File: config.mk
export PLATFORM = sky130hd
export DESIGN_NAME = pipeline_hazard_ctrl
export DESIGN_NICKNAME = d
export VERILOG_FILES = /design/src/rtl/pipeline_hazard_ctrl.sv
export SDC_FILE = /design/constraint.sdc
export NUM_CORES = 1
export LEC_CHECK = 0
export CAP_MARGIN = 20
export CORE_UTILIZATION = 49
export CTS_CLUSTER_SIZE = 20
export DETAILED_ROUTE_END_ITERATION = 10
export GPL_ROUTABILITY_DRIVEN = 0
export PLACE_DENSITY = 0.79
export SETUP_SLACK_MARGIN = 0.05
export SYNTH_ARGS = -nofsm -noshare
export SYNTH_HDL_FRONTEND = slang
export SYNTH_SLANG_ARGS = --single-unit
File: constraint.sdc
create_clock -name clk -period 2.3 [get_ports clk]
set_input_delay 0.46 -clock clk [delete_from_list [all_inputs] [get_ports clk]]
set_output_delay 0.46 -clock clk [all_outputs]
set_load 0.01 [all_outputs]
File: src/rtl/pipeline_hazard_ctrl.sv
// Hazard/sequencing controller for the 5-stage pipeline: scoreboard-driven stall,
// flush and forwarding selects, halt/drain FSM and saturating perf counters.

// Per-operand comparator: does this source register hit the EX or MEM slot?
module pipeline_hazard_ctrl_opnd (
  input  logic       use_r,
  input  logic [4:0] r,
  input  logic       ex_vld,
  input  logic [4:0] ex_dest,
  input  logic       mem_vld,
  input  logic [4:0] mem_dest,
  output logic       hit_ex,
  output logic       hit_mem
);
  logic live;
  assign live    = use_r & (|r);
  assign hit_ex  = live & ex_vld  & (ex_dest  == r);
  assign hit_mem = live & mem_vld & (mem_dest == r);
endmodule

module pipeline_hazard_ctrl #(
  parameter int FORWARD_EN = 1,
  parameter int CNT_W      = 16
) (
  input  logic             clk,
  input  logic             reset,
  input  logic             rf_valid,
  input  logic [4:0]       rf_rs,
  input  logic [4:0]       rf_rt,
  input  logic             rf_use_rs,
  input  logic             rf_use_rt,
  input  logic             rf_wren,
  input  logic [4:0]       rf_dest,
  input  logic             rf_memtoreg,
  input  logic             ex_taken,
  input  logic             halt_req,
  output logic             pc_hold,
  output logic             ifrf_hold,
  output logic             ifrf_flush,
  output logic             rfex_bubble,
  output logic [1:0]       fwd_a,
  output logic [1:0]       fwd_b,
  output logic             halted,
  output logic [CNT_W-1:0] stall_cnt,
  output logic [CNT_W-1:0] flush_cnt
);
  localparam int NUM_OPND = 2;

  typedef enum logic [1:0] {RUN, DRAIN, HALTED} state_t;
  typedef struct packed {
    logic       vld;
    logic [4:0] dest;
    logic       is_load;
  } sb_ex_t;

  state_t state;
  sb_ex_t sb_ex;
  logic       sb_mem_vld;
  logic [4:0] sb_mem_dest;
  // WB only matters for drain detection: the regfile is write-through.
  logic       sb_wb_vld;

  logic [NUM_OPND-1:0][4:0] src;
  logic [NUM_OPND-1:0]      src_use, hit_ex, hit_mem;

  assign src     = {rf_rt, rf_rs};
  assign src_use = {rf_use_rt, rf_use_rs};

  for (genvar g = 0; g < NUM_OPND; g++) begin : g_opnd
    pipeline_hazard_ctrl_opnd u_opnd (
      .use_r   (src_use[g]),
      .r       (src[g]),
      .ex_vld  (sb_ex.vld),
      .ex_dest (sb_ex.dest),
      .mem_vld (sb_mem_vld),
      .mem_dest(sb_mem_dest),
      .hit_ex  (hit_ex[g]),
      .hit_mem (hit_mem[g])
    );
  end

  logic load_use, interlock, stall_raw, flush, stall, draining, sb_empty;

  assign load_use  = sb_ex.is_load & (|hit_ex);
  assign interlock = (|hit_ex) | (|hit_mem);
  assign stall_raw = rf_valid & ((FORWARD_EN != 0) ? load_use : interlock);
  assign flush     = ex_taken;
  assign stall     = stall_raw & ~flush;
  assign draining  = (state != RUN);
  assign sb_empty  = ~sb_ex.vld & ~sb_mem_vld & ~sb_wb_vld;

  // A held RF instruction during drain must survive, so hold beats drain-flush.
  assign pc_hold     = reset & ~flush & (stall | draining);
  assign ifrf_hold   = reset & stall;
  assign ifrf_flush  = reset & (flush | (draining & ~stall));
  assign rfex_bubble = reset & (flush | stall);

  function automatic logic [1:0] fsel(input logic e, input logic m);
    return e ? 2'b01 : (m ? 2'b10 : 2'b00);
  endfunction

  always_ff @(posedge clk or negedge reset) begin
    if (!reset) begin
      sb_ex       <= '0;
      sb_mem_vld  <= 1'b0;
      sb_mem_dest <= '0;
      sb_wb_vld   <= 1'b0;
      fwd_a       <= 2'b00;
      fwd_b       <= 2'b00;
      stall_cnt   <= '0;
      flush_cnt   <= '0;
    end else begin
      sb_wb_vld   <= sb_mem_vld;
      sb_mem_vld  <= sb_ex.vld;
      sb_mem_dest <= sb_ex.dest;
      sb_ex       <= '{vld:     rf_valid & rf_wren & ~stall_raw & ~flush,
                       dest:    rf_dest,
                       is_load: rf_memtoreg};
      if ((FORWARD_EN != 0) && !(stall_raw || flush)) begin
        fwd_a <= fsel(hit_ex[0], hit_mem[0]);
        fwd_b <= fsel(hit_ex[1], hit_mem[1]);
      end else begin
        fwd_a <= 2'b00;
        fwd_b <= 2'b00;
      end
      if (stall && !draining && stall_cnt != {CNT_W{1'b1}})
        stall_cnt <= stall_cnt + CNT_W'(1);
      if (flush && !draining && flush_cnt != {CNT_W{1'b1}})
        flush_cnt <= flush_cnt + CNT_W'(1);
    end
  end

  always_ff @(posedge clk or negedge reset) begin
    if (!reset) begin
      state  <= RUN;
      halted <= 1'b0;
    end else begin
      case (state)
        RUN: begin
          halted <= 1'b0;
          if (halt_req) state <= DRAIN;
        end
        DRAIN: begin
          if (!halt_req) begin
            state <= RUN;
          end else if (sb_empty && !rf_valid) begin
            state  <= HALTED;
            halted <= 1'b1;
          end
        end
        HALTED: begin
          if (!halt_req) begin
            state  <= RUN;
            halted <= 1'b0;
          end
        end
        default: begin
          state  <= RUN;
          halted <= 1'b0;
        end
      endcase
    end
  end
endmodule

==> summary.txt, run 1 <==
run status = finished, violations left
violations in the final reports = negative setup slack
wire length of the first global-routing pass = 9.44 mm
average cell area after synthesis = 11.1 um^2
worst setup slack for register-to-register paths = 0.15 ns
netlist area before placement = 2670 um^2
Post-CTS Hold Fix Bufs = 0
cell with the biggest individual delay on the critical path = sky130_fd_sc_hd__or4_4
largest net degree at the start of global routing = 54
Startpoint Class = input port
maximum net fanout on the critical path = 4
core area = 5170 um^2
sequential share of power = 48.5%
All-Layer GR Usage = 22.7%
NumNets Final = 361
internal cell power = 1.67 mW
Clock Latency Late Sink = 0.32 ns
synth unique cells = 38
Yosys warning count = 0
cell occurring most often along the worst timing path = sky130_fd_sc_hd__buf_6
initial cell density of the core = 51.6%
Max clock buf depth = 2
switching portion of total power = 26.0%
# placed instances = 391
fillers = 374
count of flip-flops with a built-in enable after synthesis = 0
post-detail-place hpwl = 4.27 mm
area added between synthesis and finish = 40.4%
cell with the most instances after synthesis = sky130_fd_sc_hd__dfrtp_1
setup clock skew after layout = 0.0114 ns
detailed-router iteration count before antenna repair = 4
I/O pin total = 65
kind of cell adding the most delay to the critical path = simple AND/OR/NAND/NOR gates
Required @ worst endpoint = 1.84 ns
main combinational cell family by area after synthesis = simple AND/OR/NAND/NOR gates
relative slew slack = 57.0%
summed negative setup slack over all endpoints = -0.518 ns
type of the worst setup path = in -> out
vias in the first global route = 1,955
total of flip-flops plus latches after synthesis = 53
Primary FF master, synth = sky130_fd_sc_hd__dfrtp_1
leftover overflow at the end of global routing = 0
number of setup violations in the final report = 4
simple-gate area share of the yosys netlist = 22.0%
Worst-path clk slew = 0.10 ns
total cell area at the placement stage = 3520 um^2
Post-Synthesis Net Count = 267
number of violations reported at the end of detailed-routing iteration 0 = 162
static power due to leakage = 1.72 nW
fraction of layout instances using a drive strength above 1 = 23.2%
DRC violation count after routing = 0
number of port buffers = 64
number of standard cells in the layout, taps in and fillers out = 407
final hold viol count = 0
endpoint arrival time on the critical path = 2.04 ns
fraction of registers with async set or reset after synthesis = 100%
Die Height = 75.8 um
delay of the slowest cell on the worst path = 0.54 ns
dominant cell type by area after synthesis = sky130_fd_sc_hd__dfrtp_1
Final Instance Area = 3750 um^2
Synth Area in Compound Gates = 8.54%
CTS tree = yes
share of the synthesized area in the top cell type = 49.7%
synthesized-area fraction occupied by xor and xnor cells = 15.8%
number of sinks on the clock net = 53
Hold Slack = 0.343 ns
crit path capture type = output pin
multiplexer share of the synthesized area = 0.985%
number of nets still failing antenna checks after routing = 0
number of max-slew violations in the final report = 0
power spent charging and discharging nets = 0.584 mW
most used standard cells in the synthesized netlist = sky130_fd_sc_hd__dfrtp_1, sky130_fd_sc_hd__xor2_1, sky130_fd_sc_hd__nand3_1, sky130_fd_sc_hd__xnor2_1, sky130_fd_sc_hd__nand2_1
Buffers & Inverters on Critical Path = 3
Die ar. = 5740 um^2
clock period minus worst slack = 2.50 ns
post-detailed-routing wire length = 6.02 mm
utilization after layout = 72.4%
MaxCap Viol Count = 0
wire length per cell = 14.8 um
part of the total power dissipated in combinational logic = 17.9%
proportion of synthesized chip area in sequential cells = 49.7%
pin slew with the least headroom to its limit = 0.645 ns
number of cell rows = 26
post-synthesis adder-cell area fraction = 0.938%
clock network fraction of design power = 33.5%
ratio of total power to cell area = 600 nW/um^2
overall die width = 75.8 um
per-cell via count in the routed design = 5.43
synthesized instance count = 241
top area cells in the synthesized netlist = sky130_fd_sc_hd__dfrtp_1, sky130_fd_sc_hd__xor2_1, sky130_fd_sc_hd__xnor2_1, sky130_fd_sc_hd__nand3_1, sky130_fd_sc_hd__nand4_1
Num CTS Buffers = 5
routed via count = 2,212
worst hold path type = in -> async
upper clock frequency limit = 0.401 GHz
RSZ-0062 raised after global routing = yes
maximum ir drop on the vdd rail = 0.624 mV
htree depth = 2
Critical Path, Cell by Cell = buf_6 > or4_4 > o21ai_4 > nand4b_4 > a21oi_4 > buf_6 > o311a_1 > buf_2
initial antenna violation count = 1
final worst path period share = 108%
Worst Slack Setup Final = -0.195 ns
library cell used as clock root buffer = sky130_fd_sc_hd__clkbuf_8
==> through the flow <==
| step | total power [mW] | worst slack, ns |
|---|---|---|
| floorplan | 1.26 | 0.0977 |
| global placement | 1.49 | -0.765 |
| detailed placement | 1.51 | -0.782 |
| CTS | 2.26 | -0.226 |
| global route | 2.36 | -0.260 |
| finish | 2.25 | -0.195 |
==> cell families after synthesis <==
logic type	Yosys count
and+or+nand+nor	96
DFF	53
xor gates and xnor gates	48
AOI/OAI and AO/OA	30
buffers and inverters	10
muxes	2
adders and majority gates	2
==> worst paths after layout <==
check,from,endpoint,cells past startpoint
worst max-delay path,rf_rs[3],pc_hold,8
worst min register to register,sb_mem_vld$_DFF_PN0_,sb_wb_vld$_DFF_PN0_,0
max in group asynchronous,reset,sb_ex[3]$_DFF_PN0_,2
min in group clk,sb_mem_vld$_DFF_PN0_,sb_wb_vld$_DFF_PN0_,0
worst max register to register,sb_ex[5]$_DFF_PN0_,stall_cnt[1]$_DFFE_PN0P_,8
worst min-delay path,reset,fwd_b[1]$_DFF_PN0_,2
==> power groups by stage <==
stage               logic [mW]  clock network (mW)  registers, mW
floorplan                0.150                   0           1.11
finish                   0.403               0.755           1.09
detailed placement       0.399                   0           1.11
global placement         0.389                   0           1.10
CTS                      0.402               0.769           1.09
global route             0.438               0.812           1.11
==> flip-flops by register name, summed over array words and instances, names as in the netlist <==
register     cells
stall_cnt       16
sb_wb_vld        1
state            2
fwd_a            2
sb_ex            7
sb_mem_dest      5
halted           1
fwd_b            2
flush_cnt       16
sb_mem_vld       1
==> worst register-to-register path, cell delays in order, from the launching register on <==
cell	delay, ns
sky130_fd_sc_hd__dfrtp_2	0.45
sky130_fd_sc_hd__xor2_2	0.17
sky130_fd_sc_hd__nor4_4	0.34
sky130_fd_sc_hd__nand4b_4	0.16
sky130_fd_sc_hd__buf_4	0.16
sky130_fd_sc_hd__buf_4	0.12
sky130_fd_sc_hd__buf_6	0.16
sky130_fd_sc_hd__a21oi_4	0.18
sky130_fd_sc_hd__mux2_4	0.31
==> layout make-up <==
class / instances / area, um^2 / area share [%]
multi-input combinational: 178 / 1360 / 36.2
sequential: 53 / 1330 / 35.5
timing repair buffer: 93 / 817 / 21.8
tap: 70 / 87.6 / 2.34
clock buffer: 5 / 68.8 / 1.84
clock inverter: 3 / 68.8 / 1.84
inverter: 4 / 15.0 / 0.401
antenna: 1 / 2.50 / 0.0668
==> routing by layer <==
metal,track usage [%],up-vias,routed length [um]
met2,34.7,64,3000
met1,30.8,1079,2630
met4,9.05,0,127
met5,0,-,0
li1,-,1058,-
met3,6.22,11,263
==> layout by cell type, fill, tap and decap left out, drive strengths merged <==
cell | netlist | final
inv | 4 | 5
and3 | 9 | 9
and4 | 5 | 5
nor4 | 8 | 8
and2 | 2 | 2
clkbuf | 3 | 5
dlygate4sd2 | 0 | 2
a22oi | 1 | 1
xnor2 | 18 | 18
nor2b | 1 | 1
a31oi | 1 | 1
a21oi | 13 | 13
a41oi | 1 | 1
nor3 | 9 | 9
nand4b | 2 | 2
o211a | 2 | 2
or4 | 2 | 2
nor2 | 7 | 7
o22ai | 1 | 1
buf | 3 | 42
bufinv | 0 | 2
or3 | 1 | 1
o21ai | 5 | 5
o311a | 1 | 1
clkdlybuf4s50 | 0 | 49
nand3 | 18 | 18
ha | 2 | 2
nand4 | 13 | 13
nand2b | 1 | 1
dfrtp | 53 | 53
o21a | 2 | 2
nor3b | 1 | 1
a211oi | 3 | 3
xor2 | 30 | 30
mux2 | 2 | 2
diode | 0 | 1
nand2 | 17 | 17
==> repair_timing <==
item                                    4_1_cts  5_1_grt
endpoints found under the setup margin        4        4
setup buffers                                 4        3
resized for setup                            62        7
pin swaps                                    11        7
No activity file was read; power rests on OpenSTA's default activity.
==> run 2, diff against run 1 <==
--- a/config.mk
+++ b/config.mk
@@ -6,12 +6,14 @@
 export NUM_CORES = 1
 export LEC_CHECK = 0
 export CAP_MARGIN = 20
-export CORE_UTILIZATION = 49
+export CORE_UTILIZATION = 51
+export CTS_BUF_LIST = sky130_fd_sc_hd__clkbuf_8
 export CTS_CLUSTER_SIZE = 20
 export DETAILED_ROUTE_END_ITERATION = 10
 export GPL_ROUTABILITY_DRIVEN = 0
-export PLACE_DENSITY = 0.79
+export PLACE_DENSITY = 0.82
 export SETUP_SLACK_MARGIN = 0.05
+export SKIP_CTS_REPAIR_TIMING = 1
 export SYNTH_ARGS = -nofsm -noshare
 export SYNTH_HDL_FRONTEND = slang
 export SYNTH_SLANG_ARGS = --single-unit
==> summary.txt, run 2 (synthesis gave the netlist of run 1 again) <==
run status = finished, violations left
violations in the final reports = negative setup slack
MaxCap Viol Count = 0 (unchanged)
overall die width = 74.3 um (-1.9%)
number of sinks on the clock net = 53 (unchanged)
wire length of the first global-routing pass = 9.54 mm (+1.0%)
clock period minus worst slack = 2.50 ns (+0.00325 ns)
library cell used as clock root buffer = sky130_fd_sc_hd__clkbuf_8
total cell area at the placement stage = 3510 um^2 (-0.11%)
Startpoint Class = input port
count of cell instances traversed by the critical path = 7 (-1)
DRC violation count after routing = 0 (unchanged)
endpoint arrival time on the critical path = 2.04 ns (about the same)
upper clock frequency limit = 0.400 GHz (-0.13%)
length in cells of the worst reg-to-reg path = 7 (-1)
Max clock buf depth = 2 (unchanged)
I/O pin total = 65 (unchanged)
leading cell type in the layout, fill and taps excluded = sky130_fd_sc_hd__dfrtp_1
registers with the most flip-flops = flush_cnt: 16 flops, stall_cnt: 16 flops, sb_ex: 7 flops
NumNets Final = 360 (-0.28%)
Num CTS Buffers = 5 (unchanged)
total inserted antenna cells = 0 (-1)
ratio of total power to cell area = 559 nW/um^2 (-6.9%)
Clock Latency Late Sink = 0.31 ns (about the same)
core area = 4880 um^2 (-5.7%)
worst hold path type = in -> async
Buffers & Inverters on Critical Path = 2 (-1)
number of port buffers = 64 (unchanged)
initial cell density of the core = 54.7% (+3.1 points)
number of max-slew violations in the final report = 0 (unchanged)
maximum net fanout on the critical path = 5 (+1)
wire length per cell = 16.2 um (+9.6%)
Die ar. = 5520 um^2 (-3.8%)
CTS tree = yes
Worst-path clk slew = 0.09 ns (about the same)
relative slew slack = 67.0% (+10 points)
pin slew with the least headroom to its limit = 0.495 ns (-0.151 ns)
post-detailed-routing wire length = 6.52 mm (+8.3%)
Final Instance Area = 3720 um^2 (-0.63%)
detailed-router iteration count before antenna repair = 4 (unchanged)
number of nets still failing antenna checks after routing = 0 (unchanged)
htree depth = 2 (unchanged)
delay of the slowest cell on the worst path = 0.54 ns (about the same)
kind of cell adding the most delay to the critical path = simple AND/OR/NAND/NOR gates
worst slack at placement = -0.805 ns (-0.0224 ns)
type of the worst setup path = in -> out
number of cell rows = 25 (-3.8%)
number of violations reported at the end of detailed-routing iteration 0 = 104 (-36%)
cell with the biggest individual delay on the critical path = sky130_fd_sc_hd__or4_4
All-Layer GR Usage = 23.2% (+0.42 points)
leftover overflow at the end of global routing = 0 (unchanged)
static power due to leakage = 1.79 nW (+4.1%)
final hold viol count = 0 (unchanged)
Die Height = 74.3 um (-1.9%)
RSZ-0062 raised after global routing = yes
number of setup violations in the final report = 4 (unchanged)
Worst Slack Setup Final = -0.199 ns (-0.00325 ns)
maximum ir drop on the vdd rail = 0.447 mV (-28%)
setup clock skew after layout = 0.00570 ns (-0.00567 ns)
Required @ worst endpoint = 1.84 ns (about the same)
crit path capture type = output pin
post-detail-place hpwl = 4.51 mm (+5.5%)
vias in the first global route = 2,075 (+6.1%)
summed negative setup slack over all endpoints = -0.511 ns (+0.00673 ns)
fraction of layout instances using a drive strength above 1 = 18.2% (-5.0 points)
largest net degree at the start of global routing = 42 (-22%)
final worst path period share = 109% (+0.14 points)
routed via count = 2,242 (+1.4%)
initial antenna violation count = 0 (-1)
Critical Path, Cell by Cell = dlymetal6s2s_1 > or4_4 > o21ai_2 > nand4b_4 > a21oi_4 > o311a_1 > buf_2
fillers = 341 (-8.8%)
top library cells by usage in the layout, fill and taps aside = sky130_fd_sc_hd__dfrtp_1, sky130_fd_sc_hd__clkdlybuf4s50_1, sky130_fd_sc_hd__xor2_1
area added between synthesis and finish = 39.5%
per-cell via count in the routed design = 5.58 (+2.6%)
run 2: changes by cell type in the layout (fill, tap and decap cells not counted), sizes merged, moves of 2 or more:
cell          delta
dlygate4sd2      -2
buf             -11
dlymetal6s2s    +11
bufinv           -2
clkbuf           +2
run 2: cell type report:
class / instances / area, um^2 / area share, %
clock buffers: 7 / 96.3 / 2.59
clock inverters: 1 / 5.00 / 0.134
inverters: 4 / 15.0 / 0.403
multi-input cells: 178 / 1320 / 35.5
flip-flops and latches: 53 / 1330 / 35.6
well taps: 67 / 83.8 / 2.25
repair buffers: 92 / 873 / 23.5
run 2: routing by layer:
| metal | wire, um | global-route usage [%] |
|---|---|---|
| met1 | 2790 | 28.5 |
| met2 | 3180 | 39.5 |
| met3 | 399 | 5.83 |
| met4 | 146 | 8.60 |
| met5 | 0 | 0 |
run 2: where the power goes:
group	total (mW)	switching [mW]	internal, mW
combinational	0.416	0.181	0.235
clock	0.571	0.299	0.273
sequential	1.09	0.0950	0.998
total	2.08	0.575	1.51
run 2: per-stage QoR:
| step | utilization (%) | total power [mW] | hold WS (ns) | cells |
|---|---|---|---|---|
| after floorplan | - | 1.26 | 0.164 | 241 |
| after global placement | 72.0 | 1.50 | 0.290 | 388 |
| after detailed placement | 72.0 | 1.51 | 0.294 | 388 |
| after CTS | 74.1 | 2.09 | -0.0453 | 396 |
| after global routing | 76.3 | 2.17 | 0.178 | 402 |
| final | 76.3 | 2.08 | 0.163 | 402 |
run 2: path summary, 6_finish.rpt:
| check | start | end | slack (ns) |
|---|---|---|---|
| hold / removal | reset | flush_cnt[11]$_DFFE_PN0P_ | 0.16 |
| setup / recovery | rf_rs[3] | pc_hold | -0.20 |
| setup reg to reg | sb_ex[2]$_DFF_PN0_ | stall_cnt[1]$_DFFE_PN0P_ | 0.21 |
| max in group asynchronous | reset | halted$_DFFE_PN0P_ | 1.59 |
| hold reg to reg | sb_mem_vld$_DFF_PN0_ | sb_wb_vld$_DFF_PN0_ | 0.43 |
| min in group clk | sb_mem_vld$_DFF_PN0_ | sb_wb_vld$_DFF_PN0_ | 0.43 |
run 2: worst reg2reg max path: cells and delay by family (launching register included):
kind	cells	cell delay [ns]
compound gates	1	0.22
xor+xnor	1	0.17
simple gates	2	0.48
flops	1	0.44
buf+inv	2	0.36
mux	1	0.31
